<file path="src/rtl/clyde_phase_sched.sv">
`default_nettype none
// ============================================================================
//  Module      : clyde_phase_sched
//  Description : Sequences the Clyde-128 core and the key refresher through
//                the INIT (nonce encryption) and FINAL (tag generation or tag
//                verification) blockcipher phases of a Spook operation.
//  Revision    : 1.0 - initial release
// ============================================================================
module clyde_phase_sched #(
    parameter int REFRESH_EN = 1,
    parameter int TIMEOUT    = 4095,
    parameter int CNT_W      = 12
) (
    input  logic clk,
    input  logic rst,
    input  logic start_init,
    input  logic start_final,
    input  logic decrypt,
    input  logic keyh_rdy_refresh,
    output logic keyh_start_refresh,
    input  logic clyde_ready_start,
    output logic clyde_pre_data_in_valid,
    input  logic clyde_pre_data_out_valid,
    output logic clyde_pre_enable,
    output logic clyde_inverse,
    output logic initialisation,
    output logic ctrl_mux_tag_computation,
    output logic ctrl_en_tag_verif,
    input  logic tag_is_valid,
    output logic busy,
    output logic op_done,
    output logic tag_valid,
    input  logic tag_ready,
    output logic verif_valid,
    output logic verif_ok,
    output logic error
);

    typedef enum logic [3:0] {
        S_IDLE     = 4'd0,
        S_REF_REQ  = 4'd1,
        S_REF_WAIT = 4'd2,
        S_WAIT_RDY = 4'd3,
        S_LAUNCH   = 4'd4,
        S_RUN      = 4'd5,
        S_DONE     = 4'd6,
        S_TAG_OUT  = 4'd7,
        S_VERIF    = 4'd8,
        S_POST     = 4'd9,
        S_ERR      = 4'd10
    } state_t;

    localparam logic [CNT_W-1:0] TIMEOUT_CNT = CNT_W'(TIMEOUT);

    state_t           state;
    state_t           state_next;
    logic [CNT_W-1:0] run_cnt;
    logic             phase_final;
    logic             phase_dec;
    logic             take_start;
    logic             final_next;
    logic             dec_next;
    logic             active_next;

    // A start is only honoured from IDLE; start_init wins a tie
    assign take_start  = (state == S_IDLE) && (start_init || start_final);
    assign final_next  = take_start ? !start_init : phase_final;
    assign dec_next    = take_start ? (!start_init && decrypt) : phase_dec;
    assign active_next = (state_next != S_IDLE) && (state_next != S_ERR);

    // Single-cycle strobes and status decoded from the state register
    assign clyde_pre_data_in_valid = (state == S_LAUNCH);
    assign op_done                 = (state == S_DONE);
    assign tag_valid               = (state == S_TAG_OUT);
    assign ctrl_en_tag_verif       = (state == S_VERIF);
    assign verif_valid             = (state == S_POST);
    assign error                   = (state == S_ERR);
    assign busy                    = (state != S_IDLE) && (state != S_ERR);

    // Next-state logic; the refresh launch is issued in the REF_REQ cycle that sees the key holder ready
    always_comb begin
        state_next         = state;
        keyh_start_refresh = 1'b0;
        case (state)
            S_IDLE: begin
                if (take_start) begin
                    state_next = (REFRESH_EN != 0) ? S_REF_REQ : S_WAIT_RDY;
                end
            end
            S_REF_REQ: begin
                if (keyh_rdy_refresh) begin
                    keyh_start_refresh = !rst;
                    state_next         = S_REF_WAIT;
                end
            end
            S_REF_WAIT: begin
                if (keyh_rdy_refresh) begin
                    state_next = S_WAIT_RDY;
                end
            end
            S_WAIT_RDY: begin
                if (clyde_ready_start) begin
                    state_next = S_LAUNCH;
                end
            end
            S_LAUNCH: begin
                state_next = S_RUN;
            end
            S_RUN: begin
                // A result arriving on the timeout cycle still completes the phase
                if (clyde_pre_data_out_valid) begin
                    if (!phase_final) begin
                        state_next = S_DONE;
                    end else if (phase_dec) begin
                        state_next = S_VERIF;
                    end else begin
                        state_next = S_TAG_OUT;
                    end
                end else if (run_cnt == TIMEOUT_CNT) begin
                    state_next = S_ERR;
                end
            end
            S_DONE: begin
                state_next = S_IDLE;
            end
            S_TAG_OUT: begin
                if (tag_ready) begin
                    state_next = S_IDLE;
                end
            end
            S_VERIF: begin
                state_next = S_POST;
            end
            S_POST: begin
                state_next = S_IDLE;
            end
            S_ERR: begin
                state_next = S_ERR;
            end
            default: begin
                state_next = S_IDLE;
            end
        endcase
    end

    // State register
    always_ff @(posedge clk) begin
        if (rst) begin
            state <= S_IDLE;
        end else begin
            state <= state_next;
        end
    end

    // Phase latch, verdict, RUN watchdog and registered datapath selects
    always_ff @(posedge clk) begin
        if (rst) begin
            phase_final              <= 1'b0;
            phase_dec                <= 1'b0;
            verif_ok                 <= 1'b0;
            run_cnt                  <= '0;
            clyde_pre_enable         <= 1'b0;
            initialisation           <= 1'b0;
            ctrl_mux_tag_computation <= 1'b0;
            clyde_inverse            <= 1'b0;
        end else begin
            phase_final <= final_next;
            phase_dec   <= dec_next;
            if (take_start && !start_init) begin
                verif_ok <= 1'b0;
            end else if (state == S_VERIF) begin
                verif_ok <= tag_is_valid;
            end
            // Counter reads 0 in LAUNCH and k in the k-th RUN cycle
            if (state_next == S_LAUNCH) begin
                run_cnt <= '0;
            end else if ((state == S_LAUNCH) || (state == S_RUN)) begin
                run_cnt <= run_cnt + CNT_W'(1);
            end
            clyde_pre_enable         <= (state_next == S_LAUNCH) || (state_next == S_RUN);
            initialisation           <= active_next && !final_next;
            ctrl_mux_tag_computation <= active_next && final_next && !dec_next;
            clyde_inverse            <= active_next && final_next && dec_next;
        end
    end

endmodule
`default_nettype wire

</file>
<file path="config.mk">
export PLATFORM = sky130hd
export DESIGN_NAME = clyde_phase_sched
export DESIGN_NICKNAME = d
export VERILOG_FILES = /design/src/rtl/clyde_phase_sched.sv
export SDC_FILE = /design/constraint.sdc
export NUM_CORES = 1
export LEC_CHECK = 0
export ABC_AREA = 1
export BUFFER_PORTS_ARGS = -buffer_cell sky130_fd_sc_hd__buf_2
export CORE_MARGIN = 2
export CORE_UTILIZATION = 39
export DETAILED_ROUTE_END_ITERATION = 12
export SYNTH_ARGS = -nofsm -noshare
export SYNTH_HDL_FRONTEND = slang
export SYNTH_SLANG_ARGS = --single-unit
</file>
<file path="constraint.sdc">
create_clock -name clk -period 1.27 [get_ports clk]
set_input_delay 0.127 -clock clk [delete_from_list [all_inputs] [get_ports clk]]
set_output_delay 0.127 -clock clk [all_outputs]
set_load 0.1 [all_outputs]
</file>
==> report_table.html <==
<table>
<tr><th>Metric</th><th>Value</th></tr>
<tr><th colspan="2">Run status</th></tr>
<tr><td>Violated checks</td><td>setup timing</td></tr>
<tr><td>Status</td><td>complete, but fails checks</td></tr>
<tr><th colspan="2">STA</th></tr>
<tr><td>Max Clock Freq</td><td>between 0.6 and 0.7 GHz</td></tr>
<tr><td>RSZ-0062 raised after global routing</td><td>yes</td></tr>
<tr><td>Pins Over Slew Limit</td><td>0</td></tr>
<tr><td>Setup slack after layout</td><td>-301 ps</td></tr>
<tr><td>Final setup violating endpoints</td><td>29</td></tr>
<tr><td>Max-slew headroom</td><td>between 60% and 70%</td></tr>
<tr><td>Portion of the clock cycle consumed by the worst path in the final layout</td><td>124%</td></tr>
<tr><td>Setup TNS</td><td>-4770 ps</td></tr>
<tr><td>Fin Hold WS</td><td>93.6 ps</td></tr>
<tr><td>Post-route clock skew</td><td>approximately 6.2 ps</td></tr>
<tr><td>Slew at the pin closest to its max-slew limit</td><td>between 400 and 500 ps</td></tr>
<tr><td>Total count of hold-check failures in the final report</td><td>0</td></tr>
<tr><td>Post-layout min period</td><td>1570 ps</td></tr>
<tr><th colspan="2">Finish</th></tr>
<tr><td>Share of the core filled with cells</td><td>roughly four fifths</td></tr>
<tr><td>Count of non-filler cells in the finished layout</td><td>326</td></tr>
<tr><td>Area used by multi-input combinational logic</td><td>around 1000 um2</td></tr>
<tr><td>Fill cell total of the finished layout</td><td>about 180</td></tr>
<tr><td>Layout-stage area growth over the synthesis result</td><td>95.3%</td></tr>
<tr><td>Post-route standard cell area excluding fillers</td><td>2470 um2</td></tr>
<tr><td>Final antenna diode count</td><td>0</td></tr>
<tr><td>Commonest cells after routing, fill and taps aside</td><td>37 x sky130_fd_sc_hd__nand2_1, 34 x sky130_fd_sc_hd__buf_4, 24 x sky130_fd_sc_hd__buf_6</td></tr>
<tr><td>Most common library cell in the layout ignoring fill and taps</td><td>sky130_fd_sc_hd__nand2_1</td></tr>
<tr><td>Layout net count</td><td>294</td></tr>
<tr><td>Register area</td><td>485 um2</td></tr>
<tr><td>Fraction of final layout cells with drive strength greater than 1</td><td>58.9%</td></tr>
<tr><th colspan="2">CTS</th></tr>
<tr><td>Clock slew seen by the registers of the worst setup and hold paths</td><td>130 ps</td></tr>
<tr><td>Sinks on Clock Net</td><td>23</td></tr>
<tr><td>Worst skew pair latency</td><td>between 300 and 400 ps</td></tr>
<tr><td>TritonCTS buffer count</td><td>3</td></tr>
<tr><td>Number of buffers on the longest clock path</td><td>2</td></tr>
<tr><td>Clock tree from TritonCTS</td><td>yes</td></tr>
<tr><td>Number of H-tree levels</td><td>1</td></tr>
<tr><td>Clk Tree Root Cell</td><td>sky130_fd_sc_hd__clkbuf_4</td></tr>
<tr><th colspan="2">Place</th></tr>
<tr><td>Number of port buffers</td><td>22</td></tr>
<tr><td>DP Area</td><td>1940 um2</td></tr>
<tr><td>Routability congestion estimate from global placement</td><td>between 0.8 and 0.9</td></tr>
<tr><td>Total instance count after detailed placement</td><td>304</td></tr>
<tr><td>Worst slack at placement</td><td>-221 ps</td></tr>
<tr><td>Detailed-placement wirelength estimate</td><td>2640 um</td></tr>
<tr><th colspan="2">Setup path</th></tr>
<tr><td>CP startpoint kind</td><td>flip-flop</td></tr>
<tr><td>Capturing element type of the critical path</td><td>primary output</td></tr>
<tr><td>Data arrival at the endpoint of the critical path</td><td>around 1400 ps</td></tr>
<tr><td>Category of the critical setup timing path</td><td>reg -&gt; out</td></tr>
<tr><td>Critical path peak fanout</td><td>5</td></tr>
<tr><td>Slowest-stage cell, CP</td><td>sky130_fd_sc_hd__dfxtp_4</td></tr>
<tr><td>Delay of the slowest critical-path stage</td><td>400 ps</td></tr>
<tr><td>Worst path cell trace</td><td>buf_6 &gt; nor2_4 &gt; inv_2 &gt; buf_6 &gt; nor2_4 &gt; buf_12</td></tr>
<tr><td>Data required time of the critical path</td><td>~1100 ps</td></tr>
<tr><td>Startpoint of the lowest-slack register-to-register path</td><td>state[0]$_SDFF_PP0_</td></tr>
<tr><td>Start point of the critical path</td><td>state[0]$_SDFF_PP0_</td></tr>
<tr><th colspan="2">Synthesis</th></tr>
<tr><td>Synth Net Count</td><td>211</td></tr>
<tr><td>Average instance area after synthesis</td><td>approximately 6.3 um2</td></tr>
<tr><td>Dominant combinational cell family by area after synthesis</td><td>simple AND/OR/NAND/NOR gates</td></tr>
<tr><td>Cells after Synth</td><td>200</td></tr>
<tr><td>Share of the synthesized area in compound gates (AO/OA/AOI/OAI)</td><td>6.64%</td></tr>
<tr><td>Register bit total from synthesis</td><td>23</td></tr>
<tr><td>Adder-cell share of the synthesized area</td><td>0.991%</td></tr>
<tr><td>Unique masters post-synth</td><td>26</td></tr>
<tr><td>Mapped Area</td><td>~1300 um2</td></tr>
<tr><td>Post-synthesis simple-gate area fraction</td><td>about 42%</td></tr>
<tr><td>Sequential cell area fraction in the yosys report</td><td>roughly 36%</td></tr>
<tr><td>Mux cell area share after synthesis</td><td>0%</td></tr>
<tr><td>Synthesis warning total</td><td>0</td></tr>
<tr><td>Synth Area in XOR/XNOR</td><td>3.47%</td></tr>
<tr><th colspan="2">GRT</th></tr>
<tr><td>Global-route wire length before repair</td><td>5980 um</td></tr>
<tr><td>Number of global-route vias before repair</td><td>between 1,000 and 1,500</td></tr>
<tr><td>Leftover overflow at the end of global routing</td><td>0</td></tr>
<tr><td>Maximum number of pins on one net before global-route repair</td><td>13</td></tr>
<tr><td>Overall track demand over capacity in global routing</td><td>between 20% and 30%</td></tr>
<tr><td>Antenna violations before repair</td><td>0</td></tr>
<tr><th colspan="2">Detailed routing</th></tr>
<tr><td>Number of DRC markers after the initial detailed-route iteration</td><td>48</td></tr>
<tr><td>Vias post-DR</td><td>roughly 1,600</td></tr>
<tr><td>Number of search-and-repair iterations in the first detailed-routing pass</td><td>4</td></tr>
<tr><td>Residual antenna-violating net count after detailed routing</td><td>0</td></tr>
<tr><td>Routed len/inst</td><td>14.5 um</td></tr>
<tr><td>Post-Route WL</td><td>approximately 4700 um</td></tr>
<tr><td>Drc violations</td><td>0</td></tr>
<tr><td>Via/cell ratio</td><td>a little under 5</td></tr>
<tr><th colspan="2">Power</th></tr>
<tr><td>Pwr per Cell Area</td><td>between 700 and 800 nW/um2</td></tr>
<tr><td>Final Total Pwr</td><td>1.97 mW</td></tr>
<tr><td>Maximum resistive drop on vdd</td><td>~0.66 mV</td></tr>
<tr><td>Leakage</td><td>1.13 nW</td></tr>
<tr><th colspan="2">Floorplan</th></tr>
<tr><td>Area enclosed by the die boundary</td><td>about 3700 um2</td></tr>
<tr><td># rows</td><td>20</td></tr>
<tr><td>Area of the core</td><td>3080 um2</td></tr>
<tr><td>Horizontal die dimension</td><td>around 61 um</td></tr>
<tr><td>Vertical extent of the die</td><td>60.9 um</td></tr>
<tr><td>Initial Util</td><td>approximately 40%</td></tr>
<tr><td>Boundary pin count</td><td>23</td></tr>
<tr><th colspan="2">Min path</th></tr>
<tr><td>Hold Path Origin</td><td>tag_is_valid</td></tr>
<tr><td>Type of the most critical hold path</td><td>in -&gt; reg</td></tr>
<tr><th colspan="2">Flow run</th></tr>
<tr><td>Max-capacitance violation count</td><td>0</td></tr>
</table>
-- synth_stat cells (all sizes together) --
cell | count | share of area (%)
a21oi | 12 | 4.8
a22o | 1 | 0.69
and2 | 1 | 0.50
buf | 2 | 0.69
clkinv | 1 | 0.40
dfxtp | 23 | 36
ha | 1 | 0.99
inv | 33 | 9.8
nand2 | 53 | 16
nand3 | 14 | 5.6
nand4 | 3 | 2.0
nor2 | 40 | 13
nor3 | 4 | 2.0
nor3b | 1 | 0.59
nor4 | 1 | 0.50
o21ai | 3 | 1.2
or2 | 2 | 0.99
xnor2 | 2 | 1.4
xor2 | 3 | 2.1
-- metal layers --
| layer | vias up | part of all wire (%) | wire (um) | GRT usage (%) |
|---|---|---|---|---|
| met5 | - | 0 | 0 | 0 |
| met4 | 0 | 2.0 | 94 | 6.52 |
| met3 | 13 | 4.9 | 232 | 4.69 |
| met2 | 46 | 51 | 2400 | 35.8 |
| met1 | 733 | 42 | 2010 | 28.4 |
| li1 | 782 | - | - | - |
-- repair_timing --
item | in CTS | in global routing
pin swaps | 21 | 30
cloned | 0 | 1
hold buffers | 0 | 0
setup endpoints to repair | 26 | 31
buffers inserted | 10 | 11
gates resized for setup | 49 | 56
-- final timing paths --
check | end | slack [ps] | cells after the start
worst max-delay path | op_done | -300 | 6
worst max register to register | initialisation$_SDFF_PP0_ | -300 | 12
worst min register to register | verif_ok$_SDFFE_PP0P_ | 540 | 2
worst min-delay path | verif_ok$_SDFFE_PP0P_ | 90 | 3
-- layout make-up --
cell class	instances	share of cell area [%]
Multi-Input combinational cell	141	40.2
Timing Repair Buffer	80	30.6
Sequential cell	23	19.7
Inverter	34	6.14
Tap cell	44	2.23
Clock buffer	4	1.07
-- sequential cells by signal, summed over array words and instances, names as in the netlist --
| name | flops |
|---|---|
| run_cnt | 12 |
| state | 4 |
| clyde_inverse | 1 |
| clyde_pre_enable | 1 |
| ctrl_mux_tag_computation | 1 |
| initialisation | 1 |
| phase_dec | 1 |
| phase_final | 1 |
| verif_ok | 1 |
-- critical path: cells and delay by family, from the launching register on --
family | cells | cell delay [ps]
AND/OR/NAND/NOR | 2 | 220
buffers and inverters | 4 | 510
flip-flops | 1 | 400
-- logic make-up after synthesis --
| kind of cell | after synthesis |
|---|---|
| AOI/OAI and AO/OA | 16 |
| xor gates and xnor gates | 5 |
| adders and majority gates | 1 |
| buffers and inverters | 36 |
| DFF | 23 |
| and+or+nand+nor | 119 |
-- power by group --
part	switching (mW)	internal, mW	leakage (nW)
registers	0.0387	0.749	0.193
clock network	0.229	0.123	0.0150
logic	0.494	0.338	0.918
total	0.761	1.21	1.13
No activity file was read; power rests on OpenSTA's default activity.
